## config.mk

```make
export PLATFORM = sky130hd
export DESIGN_NAME = seg7_capture
export DESIGN_NICKNAME = d
export VERILOG_FILES = /design/src/rtl/seg7_pkg.sv /design/src/rtl/seg7_decode.sv /design/src/rtl/seg7_capture.sv
export SDC_FILE = /design/constraint.sdc
export NUM_CORES = 1
export LEC_CHECK = 0
export BUFFER_PORTS_ARGS = -buffer_cell sky130_fd_sc_hd__buf_2
export CAP_MARGIN = 0
export CORE_ASPECT_RATIO = 1.25
export CORE_MARGIN = 5
export CORE_UTILIZATION = 50
export DETAILED_ROUTE_END_ITERATION = 8
export GPL_ROUTABILITY_DRIVEN = 0
export PLACE_DENSITY = 0.68
export SKIP_LAST_GASP = 1
export SYNTH_ARGS = -nofsm -noshare
export SYNTH_HDL_FRONTEND = slang
export SYNTH_SLANG_ARGS = --single-unit
```

## constraint.sdc

```tcl
create_clock -name clk -period 3.5 [get_ports clk]
set_input_delay 0.175 -clock clk [delete_from_list [all_inputs] [get_ports clk]]
set_output_delay 0.175 -clock clk [all_outputs]
set_load 0.05 [all_outputs]
```

## src/rtl/seg7_pkg.sv

```systemverilog
// Shared constants, state type and anode helpers for the seven-segment scan capture.
package seg7_pkg;

    localparam logic [6:0] SEG_BLANK = 7'b1111111;
    localparam logic [3:0] BCD_ERR   = 4'hF;

    // Active-low ABCDEFG patterns, index 9 on the left down to index 0 on the right.
    localparam logic [9:0][6:0] SEG_DIGITS = {
        7'b0000100, 7'b0000000, 7'b0001111, 7'b0100000, 7'b0100100,
        7'b1001100, 7'b0000110, 7'b0010010, 7'b1001111, 7'b0000001
    };

    typedef enum logic [1:0] {
        IDLE  = 2'd0,
        DWELL = 2'd1,
        HOLD  = 2'd2
    } state_t;

    function automatic logic isSelected(input logic [3:0] an);
        logic sel;
        case (an)
            4'b1110, 4'b1101, 4'b1011, 4'b0111: sel = 1'b1;
            default:                            sel = 1'b0;
        endcase
        return sel;
    endfunction

    function automatic logic [1:0] anodeIndex(input logic [3:0] an);
        logic [1:0] idx;
        case (an)
            4'b1101: idx = 2'd1;
            4'b1011: idx = 2'd2;
            4'b0111: idx = 2'd3;
            default: idx = 2'd0;
        endcase
        return idx;
    endfunction

endpackage

```

## src/rtl/seg7_decode.sv

```systemverilog
// Combinational segment-pattern to BCD decoder; unknown patterns map to the error code.
module seg7_decode
    import seg7_pkg::*;
(
    input  logic [6:0] i_seg,
    output logic [3:0] o_bcd,
    output logic       o_blank,
    output logic       o_err
);

    always_comb begin
        o_bcd   = BCD_ERR;
        o_blank = 1'b0;
        o_err   = 1'b1;
        if (i_seg == SEG_BLANK) begin
            o_bcd   = 4'h0;
            o_blank = 1'b1;
            o_err   = 1'b0;
        end else begin
            for (int d = 0; d < 10; d++) begin
                if (i_seg == SEG_DIGITS[d[3:0]]) begin
                    o_bcd = d[3:0];
                    o_err = 1'b0;
                end
            end
        end
    end

endmodule

```

## src/rtl/seg7_capture.sv

```systemverilog
// Captures a multiplexed 4-digit seven-segment scan into a registered BCD frame,
// accepting a digit only after its anode/segment sample has been stable long enough.
module seg7_capture
    import seg7_pkg::*;
#(
    parameter int unsigned STABLE_CYCLES  = 4,
    parameter int unsigned TIMEOUT_CYCLES = 65535
) (
    input  logic        clk,
    input  logic        reset,
    input  logic [3:0]  an_in,
    input  logic [6:0]  seg_in,
    output logic [15:0] digits_out,
    output logic [3:0]  blank_out,
    output logic [3:0]  err_out,
    output logic        frame_valid,
    output logic        timeout_err
);

    localparam logic [8:0]  STABLE_W  = 9'(STABLE_CYCLES);
    localparam logic [20:0] TIMEOUT_W = 21'(TIMEOUT_CYCLES);
    localparam logic        ONE_SHOT  = (STABLE_CYCLES == 1);

    logic [3:0]  r_an;
    logic [6:0]  r_seg;
    logic [3:0]  r_prevAn;
    logic [6:0]  r_prevSeg;
    state_t      r_state;
    logic [7:0]  r_cnt;
    logic [3:0]  r_shBcd [4];
    logic [3:0]  r_shBlank;
    logic [3:0]  r_shErr;
    logic [3:0]  r_seen;
    logic [20:0] r_idleCnt;
    logic [15:0] r_digits;
    logic [3:0]  r_blank;
    logic [3:0]  r_err;
    logic        r_frameValid;
    logic        r_timeout;

    logic        w_sel;
    logic        w_same;
    logic [1:0]  w_idx;
    logic [8:0]  w_cntInc;
    logic        w_accept;
    logic        w_timeoutHit;
    logic [3:0]  w_seenNext;
    logic [3:0]  w_bcd;
    logic        w_blank;
    logic        w_err;

    // The previous sample lets the FSM tell a steady digit from a changing one.
    always_ff @(posedge clk) begin
        if (reset) begin
            r_an      <= 4'hF;
            r_seg     <= 7'h7F;
            r_prevAn  <= 4'hF;
            r_prevSeg <= 7'h7F;
        end else begin
            r_an      <= an_in;
            r_seg     <= seg_in;
            r_prevAn  <= r_an;
            r_prevSeg <= r_seg;
        end
    end

    assign w_sel    = isSelected(r_an);
    assign w_same   = ({r_an, r_seg} == {r_prevAn, r_prevSeg});
    assign w_idx    = anodeIndex(r_an);
    assign w_cntInc = {1'b0, r_cnt} + 9'd1;

    always_comb begin
        w_accept = 1'b0;
        if (w_sel) begin
            case (r_state)
                IDLE:    w_accept = ONE_SHOT;
                DWELL:   w_accept = w_same ? (w_cntInc >= STABLE_W) : ONE_SHOT;
                HOLD:    w_accept = !w_same && ONE_SHOT;
                default: w_accept = 1'b0;
            endcase
        end
    end

    always_ff @(posedge clk) begin
        if (reset) begin
            r_state <= IDLE;
            r_cnt   <= 8'd0;
        end else begin
            case (r_state)
                IDLE: begin
                    if (w_sel) begin
                        r_cnt   <= 8'd1;
                        r_state <= w_accept ? HOLD : DWELL;
                    end
                end
                DWELL: begin
                    if (!w_sel) begin
                        r_state <= IDLE;
                    end else if (w_same) begin
                        r_cnt <= w_cntInc[7:0];
                        if (w_accept) r_state <= HOLD;
                    end else begin
                        r_cnt   <= 8'd1;
                        r_state <= w_accept ? HOLD : DWELL;
                    end
                end
                HOLD: begin
                    if (!w_same) begin
                        if (w_sel) begin
                            r_cnt   <= 8'd1;
                            r_state <= w_accept ? HOLD : DWELL;
                        end else begin
                            r_state <= IDLE;
                        end
                    end
                end
                default: r_state <= IDLE;
            endcase
        end
    end

    seg7_decode u_decode (
        .i_seg   (r_seg),
        .o_bcd   (w_bcd),
        .o_blank (w_blank),
        .o_err   (w_err)
    );

    always_ff @(posedge clk) begin
        if (reset) begin
            for (int i = 0; i < 4; i++) r_shBcd[i] <= 4'h0;
            r_shBlank <= 4'h0;
            r_shErr   <= 4'h0;
        end else if (w_accept) begin
            r_shBcd[w_idx]   <= w_bcd;
            r_shBlank[w_idx] <= w_blank;
            r_shErr[w_idx]   <= w_err;
        end
    end

    // An acceptance in the frame-emit cycle survives the clear and starts the next frame.
    assign w_timeoutHit = !w_accept && (r_idleCnt != TIMEOUT_W) && ((r_idleCnt + 21'd1) == TIMEOUT_W);

    always_comb begin
        w_seenNext = r_seen;
        if ((r_seen == 4'hF) || w_timeoutHit) w_seenNext = 4'h0;
        if (w_accept) w_seenNext[w_idx] = 1'b1;
    end

    always_ff @(posedge clk) begin
        if (reset) begin
            r_seen       <= 4'h0;
            r_idleCnt    <= 21'd0;
            r_digits     <= 16'h0000;
            r_blank      <= 4'hF;
            r_err        <= 4'h0;
            r_frameValid <= 1'b0;
            r_timeout    <= 1'b0;
        end else begin
            r_seen       <= w_seenNext;
            r_frameValid <= 1'b0;
            if (w_accept) begin
                r_idleCnt <= 21'd0;
            end else if (r_idleCnt != TIMEOUT_W) begin
                r_idleCnt <= r_idleCnt + 21'd1;
            end
            if (r_seen == 4'hF) begin
                r_digits     <= {r_shBcd[3], r_shBcd[2], r_shBcd[1], r_shBcd[0]};
                r_blank      <= r_shBlank;
                r_err        <= r_shErr;
                r_frameValid <= 1'b1;
                r_timeout    <= 1'b0;
            end
            if (w_timeoutHit) r_timeout <= 1'b1;
        end
    end

    assign digits_out  = r_digits;
    assign blank_out   = r_blank;
    assign err_out     = r_err;
    assign frame_valid = r_frameValid;
    assign timeout_err = r_timeout;

endmodule
```

After elaboration in Yosys (flattened, before gate mapping)
Memories as Yosys holds them, arrays and structs flattened. A register that Yosys moved wholly into a read port is not among the register bits. Index checks and enable logic that the tools add are counted.

Register bits after elaboration: 75. Bits in writable memories: 16. Output and inout bits: 26. Logic and storage cells: 117. Memories kept: 1.

Add/subtract/negate cells: 2. Order comparisons: 3. Equality and inequality tests: 24. Muxes and demuxes: 58. Bitwise operators: 1. Reductions and logical operators: 14.

Memories: r_shBcd (words 4, bits a word 4, read ports 4, clocked after memory_dff 4, wr ports 4, RTL line seg7_capture.sv:30) `logic [3:0] r_shBcd [4];`.

Operators by type and width (count): $mux 4 (14); $mux 8 (4); $mux 1 (26); $pmux 8 s3 (1); $add 21x1->21 const B (1); $eq 21x16->1 const B (1); $eq 7x7->1 const B (3); $ne 21x16->1 const B (1); $eq 4x4->1 const B (4); $mux 2 (8); $eq 7x3->1 const B (2); $eq 7x6->1 const B (2); $pmux 2 s3 (2); $eq 11x11->1 (1); $add 8x1->9 const B (1); $ge 9x3->1 const B (1); $bwmux 4 (2); $reduce_or 4->1 (2); $eq 7x1->1 const B (1); $eq 7x4->1 const B (1); $eq 7x5->1 const B (1); $logic_not 7->1 (1); $ne 2x2->1 const B (3); $reduce_and 3->1 (2); 15 further kinds (17).

Logic depth before layout (Yosys ltp)
Depth after elaboration: 13. Gate-level depth with buffers: 9.

By module
From an unflattened synthesis, not the netlist that was laid out.

Cell total of the unflattened synthesis: 520. Area total of the unflattened synthesis: 4790.8 um^2.

By module, submodules not included: seg7_capture (instances 1, cells each 489, area each 4570.6 um^2, seq. area each 2302.2 um^2); seg7_decode (instances 1, cells each 31, area each 220.2 um^2, seq. area each 0.0 um^2).

Least setup slack after synthesis
Ideal clock, no wire load.

Path kind: register to register. Start: register r_idleCnt[1]. End: register r_seen[1]. Setup time: 0.086 ns. Arrival time: 2.346 ns. Slack: 1.069 ns. Stages on the path, launching flop included: 10. Path buffers: 1. Cells stage by stage: dfxtp_1 > ha_1 > buf_2 > nand3_1 > or4_4 > mux2i_1 > a31o_1 > and4bb_1 > and3b_1 > a211oi_1.

Cells in the longest elaborated chain, start to end: 7.

Ends and longest elaborated chain: from (decl) (RTL line seg7_capture.sv:34) `logic [20:0] r_idleCnt;`; from (signal assigned) (RTL line seg7_capture.sv:165) `r_idleCnt <= r_idleCnt + 21'd1;`; $add 21x1->21 / $ne 21x16->1 (equally long branches) (RTL line seg7_capture.sv:142) `assign w_timeoutHit = !w_accept && (r_idleCnt != TIMEOUT_W) && ((r_idleCnt + 21'd1) == TIMEOUT_W);`; $eq 21x16->1 / $logic_and 1x1->1 (equally long branches) (RTL line seg7_capture.sv:142); $logic_and 1x1->1 * (RTL line seg7_capture.sv:142); $logic_or 1x1->1 * (RTL line seg7_capture.sv:146) `if ((r_seen == 4'hF) || w_timeoutHit) w_seenNext = 4'h0;`; $mux 4 * (RTL line seg7_capture.sv:146); $or 4x4->4 (no source line); $mux 4 * (RTL line seg7_capture.sv:147) `if (w_accept) w_seenNext[w_idx] = 1'b1;`; to (signal assigned) (RTL line seg7_capture.sv:160) `r_seen <= w_seenNext;`; to (decl) (RTL line seg7_capture.sv:33) `logic [3:0] r_seen;`.

Every way passes the cells marked *; elsewhere a longest branch is shown, timed or not. A chain may end at the register's enable or synchronous reset.

Worst setup path after layout
Start: register r_idleCnt[0]. End: register r_seen[2].

The elaborated chain is that of the path after synthesis.

==> out/metrics.yaml <==
sta:
  final.min_clock_period_ns: 2.77
  fmaxAchievable_mhz: 361
  drv_slew: 0
  finalHoldViolCount: 0
  worst_slew_pin_slew_ns: 0.837
  clock_skew_ns: 0.00590
  holdWs_ns: 0.00794
  rsz0062_at_grt: "no"
  period_share: 0.791
  total_setup_violations_reported_at_the_end_of_the_flow: 0
  final.setup.tns_ns: 0
  headroom_to_the_max_slew_limit: 0.440
drt:
  drt-pass1-iter-count: 4
  remaining_design_rule_violation_count: 0
  vias: 3707
  drt_iter0_markers: 225
  drt-vias-per-instance: 5.38
  drt_wl_total_mm: 9.33
  avgRoutedWirePerCell_um: 13.5
  drt.antenna.violating_nets: 0
power_and_ir_drop:
  power_frac_clock: 0.395
  power_density_nw_per_um2: 429
  combPwrFrac: 0.047
  power.sequential.fraction: 0.559
  internal_power_w: 0.00180
  power.share.switching: 0.225
  vdd_ir_max_uv: 314
  p_leak_nw: 2.02
  power.switching_w: 0.000522
synthesis:
  postSynth.topFlopCell: "sky130_fd_sc_hd__dfxtp_1"
  ys_ff_latch: 107
  ys_types: 74
  yosys_synthesis_warning_count: 0
  synth_cells: 543
  synth-edff-count: 16
  yosysSeqAreaShare: 0.464
  synthesis.area_per_instance_um2: 9.13
  netlist.top_cell.by_area: "sky130_fd_sc_hd__dfxtp_1"
  post_synth_instance_area_um2: 4960
  syn-num-nets: 560
  synth.top_cells.by_area: "sky130_fd_sc_hd__dfxtp_1 (37%), sky130_fd_sc_hd__edfxtp_1 (9.7%), sky130_fd_sc_hd__nand2_1 (5.8%), sky130_fd_sc_hd__a21oi_1 (5.0%), sky130_fd_sc_hd__xnor2_1 (4.6%)"
  synth_largest_type_area_fraction: 0.367
  async_flop_share: 0
setup_path:
  crit_path_max_fanout: 9
  path_class: "register to register"
  cp-start-kind: "register"
  worstSetupEndpointType: "register"
  cp_data_required_time_ns: 3.75
  arrival_ns: 3.02
grt:
  antenna_found_initial: 0
  first_global_vias: 3473
  grt_first_pass_wirelength_mm: 16.2
  pin_count_of_the_biggest_net_entering_global_routing: 50
  global_route.usage.total: 0.163
  grt_overflow: 0
floorplanning:
  coreArea_um2: 9660
  core.rowCount: 40
  die_y_um: 121
  initial_utilization: 0.513
  floorplan.io_pins: 39
  die-width_um: 99.1
  fp.dieArea_um2: 12000
cts:
  holdBufCountCts: 0
  worst_skew_pair.late_latency_ns: 0.34
  cts_buffer_depth: 2
  ctsHtreeMaxLevel: 3
  cts_setup_buffers: 0
  root_buffer_cell: "sky130_fd_sc_hd__clkbuf_16"
  tritoncts: "yes"
  gates_resized_cts_repair: 0
  clk_transition_reported_paths_ns: 0.07
  cts_made_buffers: 9
  cts_sinks: 107
finish:
  layout.filler_cells: 899
  areaGrowthSynthToFinish_pct: 9.26
  most_frequent_cells_in_the_layout: "sky130_fd_sc_hd__dfxtp_1 (91), sky130_fd_sc_hd__nand2_1 (76), sky130_fd_sc_hd__a21oi_1 (50)"
  nets: 575
  num_antenna_cells: 0
  final_common_cell: "sky130_fd_sc_hd__dfxtp_1"
  final_layout_size_suffix_gt1_frac: 0.185
worst_hold_path:
  hold_path_class: "input port to register"
placed_design:
  buffer_ports.inserted: 38
  hpwl_after_detailed_placement_mm: 6.65
job:
  drv.max_cap_violation_count: 0
run_status:
  status: "finished, final reports clean"
stage by stage:
step	cell area [um2]	util	setup slack, ns	total power [W]	cells
floorplan	4960	-	1.07	0.00141	543
global placement	5150	0.533	0.866	0.00143	673
detailed placement	5150	0.533	0.740	0.00144	673
CTS	5420	0.561	0.710	0.00235	689
global route	5420	0.561	0.462	0.00242	689
finish	5420	0.561	0.733	0.00232	689
critical path, stage by stage (launching register included):
cell and delay [ns]:
sky130_fd_sc_hd__dfxtp_1 0.50, sky130_fd_sc_hd__ha_1 0.40, sky130_fd_sc_hd__nand3_1 0.30, sky130_fd_sc_hd__or4_4 0.51, sky130_fd_sc_hd__mux2i_1 0.14, sky130_fd_sc_hd__a31o_1 0.20, sky130_fd_sc_hd__and4bb_1 0.20, sky130_fd_sc_hd__and3b_1 0.20
sky130_fd_sc_hd__a211oi_1 0.22
cell usage after synthesis (all sizes together), types with 5 or more instances:
library cell and n:
or2 29, xnor2 26, and3 6, a311oi 5
inv 6, a211oi 5, o21ai 14, or3 10
mux2i 7, nor2b 6, nand4 12, nand3b 10
xor2 7, a21oi 50, buf 10, edfxtp 16
nand2b 8, nand3 13, nor3 12, and2 5
nor2 41, dfxtp 91, nand2 76, clkbuf 27
nor3b 5
sequential cells by signal, indices dropped and copies added, names as in the netlist, 4 cells and up:
signal,cells
r_shBlank,4
r_idleCnt,21
r_prevSeg,7
r_prevAn,4
r_cnt,8
r_shBcd,16
digits_out,16
err_out,4
r_an,4
r_seen,4
r_shErr,4
blank_out,4
r_seg,7
layer usage:
| metal | wire, um | GRT usage |
|---|---|---|
| met4 | 138 | 0.0589 |
| met1 | 4300 | 0.212 |
| met5 | 0 | 0 |
| met3 | 372 | 0.0293 |
| met2 | 4520 | 0.270 |
worst paths after layout:
path / startpoint / end / slack, ns / cells after the start
setup / recovery: r_idleCnt[0] / r_seen[2] / 0.73 / 8
hold / removal: an_in[3] / r_an[3] / 0.008 / 2
setup reg to reg: r_idleCnt[0] / r_seen[2] / 0.73 / 8
hold reg to reg: digits_out[14] / digits_out[14] / 0.45 / 2
cell families (layout without fill, tap and decap cells):
group | after synthesis | in the layout | synth area share
AO/OA/AOI/OAI | 96 | 96 | 0.122
XOR/XNOR | 33 | 33 | 0.0583
adder cells (fa/ha/maj) | 4 | 4 | 0.0101
buffers and inverters | 43 | 63 | 0.0409
flip-flops | 107 | 107 | 0.464
multiplexers | 8 | 8 | 0.0172
AND/OR/NAND/NOR | 252 | 252 | 0.287
cell type report:
class	count	area, um2	area share
clock inverters	6	40.0	0.00739
multi-input cells	393	2450	0.453
inverters	6	22.5	0.00416
repair buffers	41	213	0.0393
flip-flops and latches	107	2300	0.425
well taps	126	158	0.0291
clock buffers	10	229	0.0423
power groups by stage:
| stage | logic [W] | clock network, W | registers (W) |
|---|---|---|---|
| 4_1_cts | 0.000110 | 0.000941 | 0.00130 |
| 3_3_place_gp | 0.000107 | 0 | 0.00132 |
| 5_1_grt | 0.000122 | 0.000993 | 0.00130 |
| 3_5_place_dp | 0.000109 | 0 | 0.00133 |
| 6_report | 0.000109 | 0.000917 | 0.00130 |
| 2_1_floorplan | 0.000103 | 0 | 0.00131 |
Power figures use the tool's default switching activity.
